===== src/rtl/register_file_dual_write.sv =====
// Dual-write, dual-read register file for the CPU datapath.
// The array has no per-entry reset. A small sequencer clears one entry per
// cycle after reset or on clear_req, so the storage can map onto RAM.
// Port 2 wins when both write ports hit the same entry.
module register_file_dual_write #(
    parameter int DATA_W   = 32,
    parameter int ADDR_W   = 5,
    parameter int ZERO_REG = 1,
    parameter int SP_INDEX = 29,
    parameter int SP_INIT  = 227,
    parameter int BYPASS   = 1
) (
    input  logic              clock,
    input  logic              reset,
    input  logic              clear_req,
    input  logic              reg_write_1,
    input  logic [ADDR_W-1:0] write_register_1,
    input  logic [DATA_W-1:0] write_data_1,
    input  logic              reg_write_2,
    input  logic [ADDR_W-1:0] write_register_2,
    input  logic [DATA_W-1:0] write_data_2,
    input  logic [ADDR_W-1:0] read_register_1,
    input  logic [ADDR_W-1:0] read_register_2,
    output logic [DATA_W-1:0] read_data_1,
    output logic [DATA_W-1:0] read_data_2,
    output logic              busy,
    output logic              write_dropped
);

    localparam int                DEPTH    = 2 ** ADDR_W;
    localparam logic [ADDR_W-1:0] SP_ADDR  = ADDR_W'(SP_INDEX);
    localparam logic [DATA_W-1:0] SP_VALUE = DATA_W'(SP_INIT);

    typedef enum logic {CLEAR, IDLE} state_t;

    state_t            state;
    state_t            next_state;
    logic [ADDR_W-1:0] clear_idx;
    logic [DATA_W-1:0] mem [DEPTH];

    logic              wr1_ok;
    logic              wr2_ok;
    logic [ADDR_W-1:0] read_addr  [2];
    logic [DATA_W-1:0] read_value [2];

    // A write takes effect only in IDLE and never to a hardwired zero entry.
    assign wr1_ok = reg_write_1 && !busy && !(ZERO_REG != 0 && write_register_1 == '0);
    assign wr2_ok = reg_write_2 && !busy && !(ZERO_REG != 0 && write_register_2 == '0);

    // State register: reset always restarts the clear sequence.
    // NOTE: sequential state uses non-blocking assignments so every flop samples pre-edge values.
    always_ff @(posedge clock or negedge reset) begin
        if (!reset) state <= CLEAR;
        else        state <= next_state;
    end

    // Next state: leave CLEAR after the last entry unless a new request restarts it.
    always_comb begin
        next_state = state;
        case (state)
            CLEAR:   if (!clear_req && clear_idx == '1) next_state = IDLE;
            IDLE:    if (clear_req) next_state = CLEAR;
            default: next_state = CLEAR;
        endcase
    end

    // Output decode: busy comes straight from the registered state.
    always_comb begin
        busy = (state == CLEAR);
    end

    // Clear index: restarts on request, advances while clearing, stops at the last entry.
    always_ff @(posedge clock or negedge reset) begin
        if (!reset) begin
            clear_idx <= '0;
        end else if (clear_req) begin
            clear_idx <= '0;
        end else if (state == CLEAR && clear_idx != '1) begin
            clear_idx <= clear_idx + 1'b1;
        end
    end

    // Flag any write attempted while the array was being cleared.
    always_ff @(posedge clock or negedge reset) begin
        if (!reset) write_dropped <= 1'b0;
        else        write_dropped <= busy && (reg_write_1 || reg_write_2);
    end

    // Array update: the sequencer owns the array in CLEAR, the write ports in IDLE.
    // NOTE: the array is deliberately not reset; the sequencer clears it so it can be a RAM.
    always_ff @(posedge clock) begin
        if (state == CLEAR) begin
            mem[clear_idx] <= (clear_idx == SP_ADDR) ? SP_VALUE : '0;
        end else begin
            if (wr1_ok) mem[write_register_1] <= write_data_1;
            // NOTE: port 2 is assigned last, so it wins when both ports hit one entry.
            if (wr2_ok) mem[write_register_2] <= write_data_2;
        end
    end

    assign read_addr[0] = read_register_1;
    assign read_addr[1] = read_register_2;

    // Read path: array value, optionally bypassed, then zero-register and busy masking.
    always_comb begin
        for (int p = 0; p < 2; p++) begin
            read_value[p] = mem[read_addr[p]];
            if (BYPASS != 0 && wr1_ok && write_register_1 == read_addr[p])
                read_value[p] = write_data_1;
            if (BYPASS != 0 && wr2_ok && write_register_2 == read_addr[p])
                read_value[p] = write_data_2;
            if (ZERO_REG != 0 && read_addr[p] == '0)
                read_value[p] = '0;
            if (busy)
                read_value[p] = '0;
        end
    end

    assign read_data_1 = read_value[0];
    assign read_data_2 = read_value[1];

endmodule


===== config.mk =====
export PLATFORM = sky130hd
export DESIGN_NAME = register_file_dual_write
export DESIGN_NICKNAME = d
export VERILOG_FILES = /design/src/rtl/register_file_dual_write.sv
export SDC_FILE = /design/constraint.sdc
export NUM_CORES = 2
export LEC_CHECK = 0
export CORE_UTILIZATION = 50
export CTS_BUF_LIST = sky130_fd_sc_hd__clkbuf_8
export DETAILED_ROUTE_END_ITERATION = 10
export GPL_ROUTABILITY_DRIVEN = 0
export PLACE_DENSITY = 0.67
export SETUP_SLACK_MARGIN = 0.2
export SYNTH_ARGS = -nofsm -noshare
export SYNTH_HDL_FRONTEND = slang
export SYNTH_SLANG_ARGS = --single-unit

===== constraint.sdc =====
create_clock -name clock -period 5 [get_ports clock]
set_input_delay 1 -clock clock [delete_from_list [all_inputs] [get_ports clock]]
set_output_delay 1 -clock clock [all_outputs]
set_load 0.01 [all_outputs]

Yosys cells after proc, flatten, opt, wreduce, memory -nomap -nowiden:

Memories as Yosys holds them, arrays and structs flattened.
Cells that the tools add are included.

* bits in registers: 7
* RAM bits: 1024
* input bits: 89
* logic and storage cells: 58
* memories: 1

Memories
* mem: depth 32, bits a word 32, rd ports 2, clocked after Yosys merged registers in 0, wr ports 2, line 39 `logic [DATA_W-1:0] mem [DEPTH];`

* add/sub/neg operators: 1
* eq/ne operators: 7
* multiplexer cells: 24
* bitwise logic cells: 1
* reduce and logical (&&, ||, !) cells: 21

Operators by type and width (number)
* 32-bit 2-to-1 mux: 9
* 32-bit OR reduction: 1
* 5-bit == test: 4
* 5-bit logical NOT: 4
* 5-bit 2-to-1 mux: 3
* 1-bit logical AND: 11
* 5-bit == test, second input constant: 2
* 1-bit 2-to-1 mux: 10
* 8-bit 2-to-1 mux: 1
* 5-bit by 1-bit adder with 5-bit output, second input constant: 1
* 5-bit != test, second input constant: 1
* 1-bit logical NOT: 3
* 1-bit case mux with 2 select lines: 1
* 2-bit nonzero test: 1
* 1-bit logical OR: 1
* 1-bit NOT: 1

Logic depth before layout (Yosys ltp):

* depth after elaboration: 8
* depth in mapped cells: 10

Least setup slack after synthesis:

OpenSTA, ideal clock, no wires.

* path type: input-to-reg
* start point: input write_register_1[3]
* end point: memory mem[28][0] (enable)
* arrival: 4.519 ns
* required time: 4.534 ns
* setup slack: 0.015 ns
* cell stages on the path: 7
* buffers on the path: 2
* path through: buf_2 -> nor3_1 -> a21oi_2 -> buf_2 -> o32a_1 -> or2_2 -> o21ai_0

RTL lines
* from (decl): line 17 `input logic [ADDR_W-1:0] write_register_1,`
* to (decl): line 39

Final worst setup path:

* start point: input write_register_2[1]
* end point: output read_data_2[31]

* longest elaborated chain between the ends: 7

RTL lines
* from (decl): line 20 `input logic [ADDR_W-1:0] write_register_2,`
* 5-bit logical NOT: line 48 `assign wr2_ok = reg_write_2 && !busy && !(ZERO_REG != 0 && write_register_2 == '0);`
* 1-bit logical NOT: line 48
* 1-bit logical AND: line 48
* 1-bit logical AND (*): line 110 `if (BYPASS != 0 && wr2_ok && write_register_2 == read_addr[p])`
* 32-bit 2-to-1 mux (*): line 110
* 32-bit 2-to-1 mux (*): line 112 `if (ZERO_REG != 0 && read_addr[p] == '0)`
* 32-bit 2-to-1 mux (*): line 114 `if (busy)`
* to (decl): line 25 `output logic [DATA_W-1:0] read_data_2,`

Mark *: on every way between the ends. The rest lies on a longest branch, timed or not.

==> impl_metrics.tcl <==
set metrics [dict create \
    first_global_vias 47246 \
    drcViolationCount 0 \
    powerDensity_nw_per_um2 273 \
    initial_core_util_pct 50.5 \
    synth-edff-count 1024 \
    finalSetupTns_ps 0 \
    grt_max_degree 63 \
    io_buffer_count 154 \
    antenna_found_initial 12 \
    start_kind "input port" \
    clock_latency_ps 910 \
    holdWs_ps 358 \
    ios 155 \
    vias_per_cell 7.00 \
    syn-num-nets 5484 \
    async_flop_share_pct 0.679 \
    ir_drop_mv 0.259 \
    ant_nets 0 \
    cts_tree "yes" \
    slowest_stage "clkdlybuf4s50_1" \
    dp_cells 6756 \
    synth-seq-cells 1031 \
    cts_num_sinks 1031 \
    crit_chain "clkdlybuf4s50_1 -> or2_1 -> o211ai_1 -> buf_4 -> nor3_2 -> buf_4 -> a32oi_1 -> o31ai_1 -> buf_4 -> clkdlybuf4s50_1" \
    worstPathArrival_ps 3780 \
    outcome "finished clean" \
    drt-initial-drc-count 8222 \
    ys_seq_area_share_pct 50.9 \
    worst_pin_slew_ps 1250 \
    cp_top_family "buffers and inverters" \
    hold_viol_final 0 \
    wl_met2_um 102000 \
    post-dp-hpwl_um 142000 \
    grt_pass1_wl_um 330000 \
    die_area_um2 123000 \
    cts_buffer_depth 3 \
    grt_util_all_layers_pct 37.6 \
    p_leak_uw 0.0222 \
    max_slew_margin_pct 16.5 \
    die_w_um 351 \
    syn2layout_area_growth_pct 12.1 \
    avgSynthCellArea_um2 11.3 \
    wirelength_um 232000 \
    slowest_delay_ps 590 \
    dr_wl_met3_um 35300 \
    final_max_slew_viol_count 0 \
    ys_types 64 \
    grt_remaining_overflow 0 \
    numCtsBuffers 174 \
    path_max_fanout 20 \
    syn_area_um2 60800 \
    die_height_um 351 \
    cp_common_cell "buf_4" \
    crit_buf_inv 5 \
    min_path_type "in -> async" \
    clk_pin_slew_ps 60 \
    synth_cells 5392 \
    wl_met1_um 77800 \
    period_share_pct 95.7 \
    h-tree-depth 4 \
    setup_violations 0 \
    worst-setup-path-type "in -> out" \
    core-area_um2 120000 \
    num_vias 49528 \
    root_buffer "clkbuf_8" \
    final_nets 5416 \
    yosys_warnings 0 \
    final.min_clock_period_ps 4780 \
    finClkSkew_ps 29.0 \
    required_ps 4000 \
    power_uw 18600 \
    end_kind "primary output" \
    dr.pass1.iters 8 \
    top_layer_used "met5" \
    row_count 127 \
    final_cells 7080 \
    drive_gt1_share_pct 19.8 \
    rsz0062_at_grt "no" \
    wl_per_cell_um 32.7 \
    hold_buffers 0 \
    drv_cap 0 \
    synth_flop_cell "edfxtp_1" \
    fmax_mhz 209 \
]
==> registers in the layout, indices dropped and copies added, names as in the netlist <==
| register | cells |
|---|---|
| mem | 1024 |
| state | 1 |
| write_dropped | 1 |
| clear_idx | 5 |
==> synthesized netlist by cell type, drive strengths merged (3+ instances only) <==
cell type  count  share of area (%)
mux4         379                 14
a31oi         35               0.36
nand2b        13               0.13
and3          32               0.33
o221ai        95                1.4
clkbuf       429                2.7
ha             3              0.062
mux2i        201                3.3
o31ai         63               0.78
mux2          68                1.3
o21a          31               0.38
a32oi         65               0.94
nor2         203                1.4
xor2           8               0.12
or2            6              0.062
o32ai          4              0.058
edfxtp      1024                 51
nand2       1042                6.4
nand3         67               0.55
nand4          3              0.031
xnor2         15               0.22
buf          249                2.6
nand3b         3              0.037
nor2b         35               0.36
a21oi        195                1.6
a31o          32               0.46
a221oi        31               0.45
nor3          23               0.30
inv           41               0.25
o21ai        872                7.2
dfrtp          7               0.29
o22ai         96                1.0
==> layer usage <==
layer | GRT usage [%] | up-vias
met5 | 0 | -
met4 | 23.6 | 10
met3 | 12.6 | 1052
met2 | 55.9 | 4227
met1 | 47.3 | 23935
li1 | - | 20304
==> path summary, 6_finish.rpt <==
kind                                startpoint              end  slack [ps]  depth (start not counted)
min reg2reg                       clear_idx[4]     clear_idx[4]         620                          2
max                        write_register_2[1]  read_data_2[31]         220                         10
max in group asynchronous                reset            state        4350                          1
min                                      reset     clear_idx[3]         360                          1
max reg2reg                              state      mem[24][20]        1740                          7
min in group clock                clear_idx[4]     clear_idx[4]         620                          2
==> area by class of cell <==
type                    instances  area, um2
diodes                         10       25.0
clock buffers                 179       2460
clock inverters               131        678
fillers                      9794      52100
inverters                      42        161
multi-input cells            3641      27200
flip-flops and latches       1031      30900
well taps                    1612       2020
repair buffers                434       4730
==> where the power goes <==
group	internal, uW	total [uW]	switching, uW
clock	3520	7180	3660
combinational	722	1920	1200
sequential	9480	9520	42.9
==> cells by family after synthesis <==
logic type	Yosys count	synth area share, %
compound gates	1527	14.7
xor+xnor	23	0.331
fa+ha+maj	3	0.0618
buf+inv	720	5.58
flops	1031	50.9
mux	648	18.7
simple gates	1440	9.77
==> repair_timing <==
item | 4_1_cts | 5_1_grt
cloned | 0 | 1
gates resized for setup | 9 | 16
endpoints found under the setup margin | 8 | 15
buffers inserted | 0 | 3
pin swaps | 1 | 4
==> worst reg2reg max path: stages (launching register included) <==
cell and delay [ps]:
dfrtp_2 520, nand2_1 170, a21oi_4 180, buf_4 340, mux2i_1 490, nand2b_1 340, o21ai_4 620, buf_12 290
==> stage by stage <==
step | cell area (um2) | util [%] | setup WS [ps]
floorplan | 60800 | - | 15.0
global placement | 64800 | 53.9 | -266
detailed placement | 64800 | 53.9 | -198
CTS | 68000 | 56.5 | 187
global route | 68100 | 56.6 | 163
finish | 68200 | 56.7 | 217
==> cells in the final DEF (no fill, tap or decap), types with 60 or more instances in the layout <==
cell type,netlist,routed
nand2_1,1042,1038
edfxtp_1,1024,1024
o21ai_0,859,827
mux4_2,370,370
mux2i_1,201,201
buf_4,46,196
a21oi_1,194,187
clkbuf_8,0,179
nor2_1,184,178
clkdlybuf4s50_1,0,140
inv_1,41,99
o22ai_1,95,95
o221ai_1,95,95
buf_12,3,83
mux2_2,68,68
nand3_1,67,66
a32oi_1,65,63
o31ai_1,63,60
Power figures use the tool's default switching activity.
